$ cat src/rtl/cpu_mem_arb.sv
// -----------------------------------------------------------------------------
// cpu_mem_arb
//
// Purpose:
//   Merges the CPU instruction port and the CPU data port onto a single
//   pipelined Wishbone master toward unified memory. Only one memory
//   transaction is outstanding at a time. The data port's 2-bit access size
//   is turned into byte selects, and store data is replicated across the
//   byte lanes. Load data is returned as the raw memory word; the CPU does
//   the lane extraction and sign extension itself.
//
// Configuration:
//   CPU_ARB_RR_EN - when defined, arbitration alternates between the ports
//                   whenever both request in the same IDLE cycle. The port
//                   that did not win the last completed transaction wins.
//                   When undefined, the data port always wins, so a stream
//                   of back-to-back data accesses can starve instruction
//                   fetches.
//
// Ports:
//   sys_clk, sys_rst        clock, asynchronous active-low reset
//   inst_cyc_in/stb_in      instruction cycle/strobe from CPU
//   inst_addr_in            instruction address
//   inst_ack_out            one-cycle instruction ack
//   inst_data_out           instruction word, valid with inst_ack_out
//   inst_stall_out          instruction strobe not accepted this cycle
//                           (combinational)
//   data_stb_in             data strobe, held by CPU until data_ack_out
//   data_we_in              1 = store
//   data_be_in              access size: 00 byte, 01 half, 1x word
//   data_addr_in            byte address
//   data_data_in            right-aligned store data
//   data_ack_out            one-cycle data ack
//   data_data_out           raw load word, valid with data_ack_out
//   mem_cyc/stb/we/sel/addr/data_out   pipelined Wishbone master outputs
//   mem_ack_in/stall_in/data_in        Wishbone slave responses
// -----------------------------------------------------------------------------
module cpu_mem_arb #(
  parameter int ADDR_W = 32,
  parameter int DATA_W = 32
) (
  input  logic              sys_clk,
  input  logic              sys_rst,

  input  logic              inst_cyc_in,
  input  logic              inst_stb_in,
  input  logic [ADDR_W-1:0] inst_addr_in,
  output logic              inst_ack_out,
  output logic [DATA_W-1:0] inst_data_out,
  output logic              inst_stall_out,

  input  logic              data_stb_in,
  input  logic              data_we_in,
  input  logic [1:0]        data_be_in,
  input  logic [ADDR_W-1:0] data_addr_in,
  input  logic [DATA_W-1:0] data_data_in,
  output logic              data_ack_out,
  output logic [DATA_W-1:0] data_data_out,

  output logic              mem_cyc_out,
  output logic              mem_stb_out,
  output logic              mem_we_out,
  output logic [3:0]        mem_sel_out,
  output logic [ADDR_W-1:0] mem_addr_out,
  output logic [DATA_W-1:0] mem_data_out,
  input  logic              mem_ack_in,
  input  logic              mem_stall_in,
  input  logic [DATA_W-1:0] mem_data_in
);

  typedef enum logic [2:0] {
    IDLE   = 3'd0,
    D_REQ  = 3'd1,
    D_WAIT = 3'd2,
    I_REQ  = 3'd3,
    I_WAIT = 3'd4
  } state_t;

  state_t              state_reg, state_next;
  logic                mem_cyc_reg, mem_cyc_next;
  logic                mem_stb_reg, mem_stb_next;
  logic                mem_we_reg, mem_we_next;
  logic [3:0]          mem_sel_reg, mem_sel_next;
  logic [ADDR_W-1:0]   mem_addr_reg, mem_addr_next;
  logic [DATA_W-1:0]   mem_data_reg, mem_data_next;
  logic                inst_ack_reg, inst_ack_next;
  logic [DATA_W-1:0]   inst_data_reg, inst_data_next;
  logic                data_ack_reg, data_ack_next;
  logic [DATA_W-1:0]   data_data_reg, data_data_next;
  // Sticky flag: CPU abandoned the fetch currently in flight.
  logic                inst_abort_reg, inst_abort_next;
`ifdef CPU_ARB_RR_EN
  // 1 when the most recent completed transaction belonged to the data port.
  logic                last_data_reg, last_data_next;
`endif

  logic                data_req;
  logic                inst_req;
  logic                inst_first;
  logic                grant_data;
  logic                grant_inst;
  logic                inst_done_ack;

  // ---------------------------------------------------------------------------
  // Size to byte-lane conversion for the data port
  // ---------------------------------------------------------------------------
  logic [3:0]          byte_sel;
  logic [3:0]          store_sel;
  logic [DATA_W-1:0]   store_data;

  // One-hot byte select from the low address bits.
  genvar gi;
  generate
    for (gi = 0; gi < 4; gi++) begin : g_byte_sel
      assign byte_sel[gi] = (data_addr_in[1:0] == 2'(gi));
    end
  endgenerate

  always_comb begin
    store_sel  = 4'hF;
    store_data = data_data_in;
    case (data_be_in)
      2'b00: begin
        store_sel  = byte_sel;
        store_data = {4{data_data_in[7:0]}};
      end
      2'b01: begin
        store_sel  = data_addr_in[1] ? 4'b1100 : 4'b0011;
        store_data = {2{data_data_in[15:0]}};
      end
      default: begin
        store_sel  = 4'hF;
        store_data = data_data_in;
      end
    endcase
  end

  // ---------------------------------------------------------------------------
  // Request qualification and arbitration
  // ---------------------------------------------------------------------------
  // A port whose ack is high this cycle is still holding its strobe while the
  // CPU reacts; ignore it for that one cycle so the access is not re-issued.
  assign data_req = data_stb_in & ~data_ack_reg;
  assign inst_req = inst_cyc_in & inst_stb_in & ~inst_ack_reg;

`ifdef CPU_ARB_RR_EN
  assign inst_first = last_data_reg;
`else
  assign inst_first = 1'b0;
`endif

  assign grant_data = data_req & ~(inst_req & inst_first);
  assign grant_inst = inst_req & ~grant_data;

  assign inst_stall_out = ~((state_reg == IDLE) & grant_inst);

  // The fetch is acked only if the CPU kept its cycle up throughout.
  assign inst_done_ack = ~inst_abort_reg & inst_cyc_in;

  // ---------------------------------------------------------------------------
  // Next-state and registered-output logic
  // ---------------------------------------------------------------------------
  always_comb begin
    state_next      = state_reg;
    mem_cyc_next    = mem_cyc_reg;
    mem_stb_next    = mem_stb_reg;
    mem_we_next     = mem_we_reg;
    mem_sel_next    = mem_sel_reg;
    mem_addr_next   = mem_addr_reg;
    mem_data_next   = mem_data_reg;
    inst_ack_next   = 1'b0;
    inst_data_next  = inst_data_reg;
    data_ack_next   = 1'b0;
    data_data_next  = data_data_reg;
    inst_abort_next = inst_abort_reg;
`ifdef CPU_ARB_RR_EN
    last_data_next  = last_data_reg;
`endif

    case (state_reg)
      IDLE: begin
        if (grant_data) begin
          mem_cyc_next  = 1'b1;
          mem_stb_next  = 1'b1;
          mem_we_next   = data_we_in;
          mem_sel_next  = store_sel;
          mem_addr_next = {data_addr_in[ADDR_W-1:2], 2'b00};
          mem_data_next = store_data;
          state_next    = D_REQ;
        end else if (grant_inst) begin
          mem_cyc_next    = 1'b1;
          mem_stb_next    = 1'b1;
          mem_we_next     = 1'b0;
          mem_sel_next    = 4'hF;
          mem_addr_next   = {inst_addr_in[ADDR_W-1:2], 2'b00};
          mem_data_next   = '0;
          inst_abort_next = 1'b0;
          state_next      = I_REQ;
        end
      end

      D_REQ, D_WAIT: begin
        // Strobe is accepted on the first edge without stall; the slave may
        // ack on that same edge.
        if (state_reg == D_REQ && !mem_stall_in) begin
          mem_stb_next = 1'b0;
          state_next   = D_WAIT;
        end
        if ((state_reg == D_WAIT || !mem_stall_in) && mem_ack_in) begin
          mem_cyc_next   = 1'b0;
          mem_stb_next   = 1'b0;
          data_ack_next  = 1'b1;
          data_data_next = mem_data_in;
          state_next     = IDLE;
`ifdef CPU_ARB_RR_EN
          last_data_next = 1'b1;
`endif
        end
      end

      I_REQ, I_WAIT: begin
        inst_abort_next = inst_abort_reg | ~inst_cyc_in;
        if (state_reg == I_REQ && !mem_stall_in) begin
          mem_stb_next = 1'b0;
          state_next   = I_WAIT;
        end
        if ((state_reg == I_WAIT || !mem_stall_in) && mem_ack_in) begin
          mem_cyc_next    = 1'b0;
          mem_stb_next    = 1'b0;
          inst_ack_next   = inst_done_ack;
          inst_data_next  = mem_data_in;
          inst_abort_next = 1'b0;
          state_next      = IDLE;
`ifdef CPU_ARB_RR_EN
          last_data_next  = 1'b0;
`endif
        end
      end

      default: begin
        mem_cyc_next = 1'b0;
        mem_stb_next = 1'b0;
        state_next   = IDLE;
      end
    endcase
  end

  always_ff @(posedge sys_clk or negedge sys_rst) begin
    if (!sys_rst) begin
      state_reg      <= IDLE;
      mem_cyc_reg    <= 1'b0;
      mem_stb_reg    <= 1'b0;
      mem_we_reg     <= 1'b0;
      mem_sel_reg    <= '0;
      mem_addr_reg   <= '0;
      mem_data_reg   <= '0;
      inst_ack_reg   <= 1'b0;
      inst_data_reg  <= '0;
      data_ack_reg   <= 1'b0;
      data_data_reg  <= '0;
      inst_abort_reg <= 1'b0;
`ifdef CPU_ARB_RR_EN
      last_data_reg  <= 1'b0;
`endif
    end else begin
      state_reg      <= state_next;
      mem_cyc_reg    <= mem_cyc_next;
      mem_stb_reg    <= mem_stb_next;
      mem_we_reg     <= mem_we_next;
      mem_sel_reg    <= mem_sel_next;
      mem_addr_reg   <= mem_addr_next;
      mem_data_reg   <= mem_data_next;
      inst_ack_reg   <= inst_ack_next;
      inst_data_reg  <= inst_data_next;
      data_ack_reg   <= data_ack_next;
      data_data_reg  <= data_data_next;
      inst_abort_reg <= inst_abort_next;
`ifdef CPU_ARB_RR_EN
      last_data_reg  <= last_data_next;
`endif
    end
  end

  assign mem_cyc_out   = mem_cyc_reg;
  assign mem_stb_out   = mem_stb_reg;
  assign mem_we_out    = mem_we_reg;
  assign mem_sel_out   = mem_sel_reg;
  assign mem_addr_out  = mem_addr_reg;
  assign mem_data_out  = mem_data_reg;
  assign inst_ack_out  = inst_ack_reg;
  assign inst_data_out = inst_data_reg;
  assign data_ack_out  = data_ack_reg;
  assign data_data_out = data_data_reg;

endmodule

$ cat config.mk
export PLATFORM = sky130hd
export DESIGN_NAME = cpu_mem_arb
export DESIGN_NICKNAME = d
export VERILOG_FILES = /design/src/rtl/cpu_mem_arb.sv
export SDC_FILE = /design/constraint.sdc
export NUM_CORES = 1
export LEC_CHECK = 0
export ABC_AREA = 1
export CAP_MARGIN = 20
export CORE_ASPECT_RATIO = 0.7
export CORE_MARGIN = 4
export CORE_UTILIZATION = 40
export DETAILED_ROUTE_END_ITERATION = 8
export DONT_BUFFER_PORTS = 1
export PLACE_DENSITY = 0.57
export SLEW_MARGIN = 20
export SYNTH_ARGS = -nofsm -noshare
export SYNTH_HDL_FRONTEND = slang
export SYNTH_SLANG_ARGS = --single-unit
$ cat constraint.sdc
create_clock -name sys_clk -period 1.6 [get_ports sys_clk]
set_input_delay 0.32 -clock sys_clk [delete_from_list [all_inputs] [get_ports sys_clk]]
set_output_delay 0.32 -clock sys_clk [all_outputs]
set_load 0.005 [all_outputs]
; Word level (Yosys, flattened, before mapping)
; Index checks and enable logic that the tools add are counted.
[totals]
latch_bits = 0
ramBits = 0
out_inout_bits = 138
reg_bits = 141
romBits = 0
n_memories = 0
word_cells = 95
[op_classes]
n_shift = 0
magnitude_cmp = 0
n_mul = 0
reduce_logical = 20
div_mod_pow = 0
eq_ne = 15
muxes = 35
n_bitwise = 13
add_sub_neg = 0
[ops]
columns = cell, n
row1 = two-way mux 32 bit, 4
row2 = case mux 32 bit (2 select lines), 1
row3 = two-way mux 3 bit, 6
row4 = two-way mux 1 bit, 16
row5 = two-way mux 4 bit, 3
row6 = "inequality test 3 bit, second input constant", 3
row7 = case mux 3 bit (3 select lines), 1
row8 = AND reduction 3 bit, 3
row9 = "inequality test 2 bit, second input constant", 4
row10 = case mux 4 bit (2 select lines), 1
row11 = bitwise AND 1 bit, 6
row12 = "equality test 3 x 2 -> 1 bit, second input constant", 2
row13 = inverter 1 bit, 6
row14 = case mux 1 bit (3 select lines), 2
row15 = AND reduction 2 bit, 3
row16 = "equality test 2 x 1 -> 1 bit, second input constant", 2
row17 = "equality test 2 bit, second input constant", 2
row18 = logical AND 1 bit, 4
row19 = logical NOT 2 bit, 2
row20 = nonzero test 2 bit, 2
row21 = OR reduction 2 bit, 2
row22 = "equality test 3 x 1 -> 1 bit, second input constant", 1
row23 = "equality test 3 bit, second input constant", 1
row24 = logical NOT 3 bit, 1
row25 = 4 further kinds, 5

; Depth between registers and ports, before layout
[depth]
depth_word = 7
depth_mapped = 9

; Worst setup path after synthesis
; Ideal clock, no wire load.
[synth_path]
path_kind = register to register
start = register state_reg[1]
end = register mem_data_reg[16] (netlist: mem_data_out[16])
setup_ns = 0.131
setup_slack_ns = 0.233
t_arrival_ns = 1.236
stages_incl_launch_ff = 9
t_required_ns = 1.469
cell_sequence = dfrtp_1 nor2_2 nand2_1 inv_1 nand2_1 buf_4 buf_4 nand2_1 o21ai_0
[synth_between]
elab_chain_len = 2
[synth_rtl]
columns = element, line_no
row1 = "start, declared", 79  ; state_t state_reg, state_next;
row2 = "start signal, assigned", 266  ; state_reg <= state_next;
row3 = logical NOT 3 bit, 180  ; case (state_reg)
row4 = AND reduction 2 bit (no line), --
row5 = "end signal, assigned", 272  ; mem_data_reg <= mem_data_next;
row6 = "end, declared", 85  ; logic [DATA_W-1:0] mem_data_reg, mem_data_next;
; Every way passes these cells.
; A chain may end at the register's enable or synchronous reset.

; Worst setup path after layout
[layout_path]
start = register state_reg[1]
end = output inst_stall_out
[layout_between]
elab_chain_len = 3
[layout_rtl]
columns = element, line_no
row1 = logical NOT 3 bit, 155  ; assign inst_stall_out = ~((state_reg == IDLE) & grant_inst);
row2 = bitwise AND 1 bit, 155
row3 = inverter 1 bit, 155
row4 = "end, declared", 50  ; output logic inst_stall_out,
; Every way passes these cells.

==> out/metrics.yaml <==
place_area_um2: 6290
status: "finished, violations left"
setup_slack_ns: -0.123
final_common_cell: "nand2_1"
syn2layout_area_growth_pct: 29.4
dieArea_um2: 17200
setup_viol: 33
drv_cap: 0
gp_congestion: 0.900
grt-ovfl-total: 0
place_inst: 869
io_buffers: 0
ant_nets: 0
arrival_ns: 1.40
rsz0062_at_grt: "yes"
fp.dieW_um: 155
via_per_inst: 5.24
diodes: 0
grt_pass1_wl_um: 27500
cts.sinks: 139
cts_htree_levels: 4
endpoint_kind: "primary output"
initial_core_util_pct: 41.1
drive_gt1_share_pct: 21.1
drt_wl_total_um: 19100
avgSynthCellArea_um2: 8.78
synth_warnings: 0
final_cells: 949
final_area_um2: 7860
clockBufferDepth: 2
clk_latency_ns: 0.42
ys_seq_area_share_pct: 57.3
numCtsBuffers: 17
worst-setup-path-type: "reg -> out"
grt_pass1_vias: 4887
cp-start-kind: "register"
violations: "negative hold slack, negative setup slack"
peakVddDrop_mv: 0.773
rows: 37
antenna_found_initial: 0
syn-instance-count: 691
grt_max_degree: 140
period_share_pct: 108
pin_count: 276
dr.pass1.iters: 5
hold_path.class: "in -> async"
routedWlPerCell_um: 20.1
num_vias: 4976
critPathRequiredTime_ns: 1.28
hpwl_um: 11500
hold_viol: 139
root_buffer: "clkbuf_16"
period_needed_ns: 1.72
finalPower_mw: 16.0
clock_skew_ns: 0.0111
nNetsFinal: 879
track_usage_pct: 20.2
tritoncts: "built"
drv_slew: 0
synth_cell_types: 29
postSynthRegisterBits: 139
final_cell_mix: "nand2_1, dfrtp_1, nor2_1"
core_um2: 14800
drcViolationCount: 0
path_clk_slew_ns: 0.06
whs_ns: -0.405
fmaxAchievable_ghz: 0.580
power_density_nw_per_um2: 2040
syn-cell-area_um2: 6070
drt_iter0_markers: 422
p_leak_nw: 3.82
path_max_fanout: 2
die_y_um: 111
## synth_stat cells
library cell / number / share of area, %
nand3b_1: 1 / 0.12
inv_2: 2 / 0.12
nor2_1: 75 / 4.6
buf_8: 1 / 0.25
nand2_1: 231 / 14
or2_2: 2 / 0.21
dfrtp_1: 139 / 57
nand3_2: 1 / 0.16
clkbuf_1: 11 / 0.68
o21ai_0: 39 / 3.2
o21ai_1: 7 / 0.58
buf_4: 9 / 1.1
inv_1: 52 / 3.2
a22o_1: 1 / 0.14
o31ai_1: 30 / 3.7
conb_1: 1 / 0.062
clkinv_1: 1 / 0.062
o22ai_1: 7 / 0.72
buf_2: 11 / 0.91
nand4_1: 4 / 0.41
a21oi_1: 9 / 0.74
o211ai_1: 1 / 0.12
nor2_2: 2 / 0.21
a21oi_2: 1 / 0.14
nand3_1: 8 / 0.66
and2_1: 1 / 0.10
nand2_2: 11 / 1.1
buf_6: 5 / 0.93
o21ai_2: 28 / 4.0
## cells by family (layout without fill, tap and decap cells)
kind of cell	count (synthesis)	in the layout	synth area share, %
compound gates	123	123	13.4
buf+inv	92	154	7.28
flops	139	139	57.3
simple gates	336	336	21.9
other cells	1	2	0.0618
## through the flow
step                utilization [%]  setup WS [ns]  hold WS [ns]  setup TNS [ns]
finish                         53.2         -0.123        -0.405           -1.04
global route                   53.2         -0.186        -0.430           -3.59
CTS                            49.6         -0.129        -0.427           -4.08
detailed placement             42.6         0.0713        0.0268               0
global placement               42.6          0.103        0.0278               0
floorplan                         -          0.233        0.0244               0
## power by group
group          switching [mW]  internal, mW
Combinational            2.66          2.27
Sequential               1.51          5.21
Clock                    1.49          2.90
Total                    5.65          10.4
## worst paths after layout
| kind | startpoint | end | slack, ns | cells past startpoint |
|---|---|---|---|---|
| max in group asynchronous | sys_rst | data_data_out[10] | 1.80 | 0 |
| hold / removal | sys_rst | mem_addr_out[11] | -0.40 | 0 |
| min in group sys_clk | mem_data_in[0] | inst_data_out[0] | 0.02 | 2 |
| hold reg to reg | data_data_out[23] | data_data_out[23] | 0.51 | 2 |
| setup reg to reg | state_reg[1] | inst_data_out[16] | -0.05 | 11 |
| setup / recovery | state_reg[1] | inst_stall_out | -0.12 | 5 |
## metal layers
| layer | track usage, % | vias to the layer above | routed length (um) |
|---|---|---|---|
| met4 | 6.30 | 0 | 232 |
| met3 | 7.61 | 19 | 1910 |
| met2 | 31.5 | 239 | 8830 |
| li1 | - | 2313 | - |
| met5 | 0 | - | 0 |
| met1 | 26.2 | 2405 | 8140 |
## area by class of cell
type | instances | area, um2
fill | 1312 | 6910
sequential | 139 | 3480
multi-input combinational | 461 | 2320
timing repair buffer | 67 | 933
clock buffer | 22 | 474
tap | 195 | 244
inverter | 55 | 216
clock inverter | 10 | 186
## critical path, stage by stage (launching register included)
cell and delay [ns]:
dfrtp_1 0.40, nor2_4 0.14, nand2_2 0.09, inv_2 0.07, nand2_2 0.05, or2_4 0.24
## timing repair
item | CTS | global route
pin swaps | 3 | 11
setup buffers | 13 | 7
hold buffers | 15 | 1
endpoints found under the setup margin | 1 | 135
gates resized for setup | 18 | 68
endpoints found under the hold margin | 157 | 140
gates cloned | 3 | 13
Note: power is estimated with default switching activity, not from simulation.
